<file path="src/rtl/rf_pkg.sv">
// Shared sizing and types for the 8 x 16 general-purpose register file.
package rf_pkg;

   localparam int DATA_W   = 16;
   localparam int ADDR_W   = 3;
   localparam int NUM_REGS = 2 ** ADDR_W;

   typedef logic [DATA_W-1:0] rf_word_t;
   typedef logic [ADDR_W-1:0] rf_idx_t;

endpackage : rf_pkg

</file>
<file path="src/rtl/reg_file_decoder.sv">
// Binary-to-one-hot decoder with enable; an unknown index decodes to no output.
module reg_file_decoder #(
   parameter int IN_W  = 3,
   parameter int OUT_W = 2 ** IN_W
) (
   input  logic [IN_W-1:0]  idx_i,
   input  logic             en_i,
   output logic [OUT_W-1:0] onehot_o
);

   always_comb begin
      // NOTE: assign the whole output first so every path drives it and no latch is inferred.
      onehot_o = '0;
      for (int i = 0; i < OUT_W; i++) begin
         if (en_i && (idx_i == IN_W'(i))) begin
            onehot_o[i] = 1'b1;
         end
      end
   end

endmodule : reg_file_decoder

</file>
<file path="src/rtl/reg_file.sv">
// Register file: one synchronous write port, one combinational read port, async clear.
module reg_file
   import rf_pkg::*;
(
   input  logic     clk,
   input  logic     reset,
   input  rf_word_t data_in,
   input  rf_idx_t  writenum,
   input  logic     write,
   input  rf_idx_t  readnum,
   output rf_word_t data_out
);

   logic [NUM_REGS-1:0] load;
   rf_word_t            regs_q [NUM_REGS];
   rf_word_t            regs_d [NUM_REGS];

   reg_file_decoder #(
      .IN_W  (ADDR_W),
      .OUT_W (NUM_REGS)
   ) u_wr_dec (
      .idx_i    (writenum),
      .en_i     (write),
      .onehot_o (load)
   );

   for (genvar g = 0; g < NUM_REGS; g++) begin : g_reg
      assign regs_d[g] = load[g] ? data_in : regs_q[g];

      // NOTE: every register is cleared on reset because software relies on reading zero afterwards.
      always_ff @(posedge clk or posedge reset) begin
         if (reset) begin
            regs_q[g] <= '0;
         end else begin
            // NOTE: non-blocking so all flops sample pre-edge values, matching hardware.
            regs_q[g] <= regs_d[g];
         end
      end
   end

   // No write bypass: a same-cycle write becomes visible only after the edge.
   always_comb begin
      data_out = regs_q[readnum];
   end

endmodule : reg_file

</file>
<file path="config.mk">
export PLATFORM = sky130hd
export DESIGN_NAME = reg_file
export DESIGN_NICKNAME = d
export VERILOG_FILES = /design/src/rtl/rf_pkg.sv /design/src/rtl/reg_file_decoder.sv /design/src/rtl/reg_file.sv
export SDC_FILE = /design/constraint.sdc
export NUM_CORES = 1
export LEC_CHECK = 0
export CELL_PAD_IN_SITES_DETAIL_PLACEMENT = 1
export CELL_PAD_IN_SITES_GLOBAL_PLACEMENT = 1
export CORE_UTILIZATION = 50
export DETAILED_ROUTE_END_ITERATION = 7
export DONT_BUFFER_PORTS = 1
export PLACE_DENSITY_LB_ADDON = 0.08
export SYNTH_ARGS = -nofsm -noshare
export SYNTH_HDL_FRONTEND = slang
export SYNTH_SLANG_ARGS = --single-unit
</file>
<file path="constraint.sdc">
create_clock -name clk -period 9.6 [get_ports clk]
set_input_delay 2.88 -clock clk [delete_from_list [all_inputs] [get_ports clk]]
set_output_delay 2.88 -clock clk [all_outputs]
set_load 0.05 [all_outputs]
</file>
==> impl_metrics.json <==
{
  "place_hpwl_um": 6530,
  "wl_per_cell_um": 24.4,
  "rsz0062_at_grt": "no",
  "hp-class": "flip-flop to flip-flop",
  "crit_path_start_kind": "primary input",
  "row_count": 39,
  "whs_path_depth": 1,
  "cts_root_buffer": "clkbuf_16",
  "nFillCells": 1025,
  "fp.dieH_um": 111,
  "worstSetupPathDepth": 2,
  "vias_per_cell": 6.09,
  "syn_inst": 338,
  "grt_pass1_vias": 3379,
  "period_share_pct": 70.2,
  "dr.first_iter.drc_count": 103,
  "synth_edf_count": 0,
  "max-slew-margin-rel_pct": 44.1,
  "overflow": 0,
  "num_vias": 3004,
  "synth.avg_cell_area_um2": 17.6,
  "leakage_nw": 2.88,
  "antenna_left": 0,
  "gp_congestion": 0.678,
  "h-tree-depth": 4,
  "post_cts_buffers": 0,
  "synth_cell_type_count": 16,
  "drv_slew": 0,
  "violations": "design-rule violations",
  "ctsHoldBuffers": 0,
  "largest_reg_flops": 128,
  "crit_path_max_fanout": 32,
  "antenna_found_initial": 0,
  "area_delta_synth_final_pct": 12.0,
  "io_pins": 41,
  "drt_pass1_iterations": 6,
  "worstReg2RegStart": "regs_q[117]$_DFFE_PP0P_",
  "path_class": "primary input to output port",
  "multi_input_area_um2": 2590,
  "async_flop_share_pct": 100,
  "drive_gt1_share_pct": 53.1,
  "ys_top_cells_by_area": "dfrtp_1 54%, mux2_2 25%, mux4_1 11%, mux4_2 2.6%, mux2_1 1.9%",
  "cp.required_ns": 6.72,
  "coreArea_um2": 11500,
  "synth_area_um2": 5950,
  "skew_ns": 0,
  "slowest_delay_ns": 0.54,
  "regArea_um2": 3200,
  "clk_pin_slew_ns": 0.05,
  "min_to": "regs_q[120]$_DFFE_PP0P_",
  "timing.hold.ws_ns": 0.480,
  "largest_registers": "regs_q x128",
  "worstHoldStart": "regs_q[120]$_DFFE_PP0P_",
  "synth_ff_type": "dfrtp_1",
  "route.detailed.drc": 4,
  "cts_buffers": 17,
  "cts_max_path_buffers": 2,
  "ir_drop_mv": 0.130,
  "tns_ns": 0,
  "max_freq_mhz": 148,
  "die_area_um2": 12300,
  "status": "finished, violations left",
  "ys_warn_count": 0,
  "worstRegToRegCells": 1,
  "regMostFlops": "regs_q",
  "syn-num-nets": 363,
  "final_core_util_pct": 57.9,
  "chipWidth_um": 111,
  "slowest_stage": "mux4_1",
  "synth_top_area_cell": "dfrtp_1",
  "yosysTopAreaCellShare_pct": 53.8,
  "crit_buf_inv": 0,
  "tightest_slew_ns": 0.836,
  "max_cap_violations": 0,
  "antennaDiodeCount": 0,
  "start_util_pct": 51.7,
  "cts_tree": "yes",
  "worstPathCellList": "mux4_1, mux2_2",
  "cts-resized-gates": 0,
  "r2r_slack_ns": 8.81,
  "clkSinkCount": 128,
  "powerDensity_nw_per_um2": 256,
  "critPathTopFamily": "multiplexers",
  "grt_util_all_layers_pct": 22.4,
  "routed_wl_um": 12000,
  "grt_max_degree": 66,
  "final_hold_viol_count": 0,
  "yosys_register_bits": 128,
  "clk_latency_ns": 0.41,
  "io_buffers": 0,
  "yosysSeqAreaShare_pct": 53.8,
  "setup_viol": 0,
  "r2r_end": "regs_q[117]$_DFFE_PP0P_",
  "grt_pass1_wl_um": 19900,
  "fin_crit_ns": 6.74,
  "nNetsFinal": 362,
  "end_kind": "output port",
  "crit_arrival_ns": 3.86
}
how the worst max path moves through the flow:
stage,startpoint,to,slack (ns)
after floorplan,readnum[2],data_out[15],2.63
after global placement,readnum[0],data_out[14],2.89
after detailed placement,readnum[2],data_out[6],2.88
after CTS,readnum[2],data_out[6],2.88
after global routing,readnum[2],data_out[6],2.86
final,readnum[0],data_out[6],2.86
kinds of logic after synthesis:
logic type,after synthesis,share of synthesized area (%)
buffers and inverters,26,3.40
flip-flops,128,53.8
multiplexers,176,40.9
AND/OR/NAND/NOR,8,1.87
final cells by class:
class	count	area share, %
Clock inverter	9	2.29
Sequential cell	128	48.0
Inverter	1	0.0938
Tap cell	143	2.68
Timing Repair Buffer	5	0.563
Multi-Input combinational cell	184	38.9
Clock buffer	23	7.47
placed cells by master (no fill, tap or decap):
master,instances
bufinv_16,4
mux4_2,7
clkinv_2,2
mux4_1,25
nor4bb_4,3
clkbuf_16,17
inv_4,1
mux2_1,10
nand4b_2,3
dfrtp_1,128
nor4b_4,1
clkbuf_8,5
mux2_2,134
clkbuf_1,1
clkinvlp_4,3
buf_4,5
nand4_2,1
cell usage after synthesis (3+ instances only):
library cell  count
nor4bb_1          3
mux4_1           25
mux2_2          134
mux4_2            7
dfrtp_1         128
buf_6             6
buf_4             5
mux2_1           10
buf_2            11
nand4b_2          3
metrics by stage:
step	setup slack [ns]	instances	instance area (um2)	total power, mW
after detailed placement	2.88	461	6020	1.02
after global routing	2.86	493	6670	1.78
final	2.86	493	6670	1.71
after global placement	2.89	461	6020	1.01
after floorplan	2.63	338	5950	0.981
after CTS	2.88	493	6670	1.73
where the power goes:
part	leakage, nW	internal, mW	total [mW]	switching [mW]
sequential	1.54	0.659	0.713	0.0541
combinational	1.03	0.158	0.296	0.138
clock	0.311	0.468	0.698	0.230
routing by layer:
layer | part of all wire (%) | up-vias | GRT usage, %
met2 | 49 | 45 | 34.5
met5 | 0 | - | 0
li1 | - | 1303 | -
met3 | 4.1 | 10 | 7.65
met4 | 0.93 | 0 | 6.22
met1 | 46 | 1646 | 30.5
No activity file was read; power rests on OpenSTA's default activity.
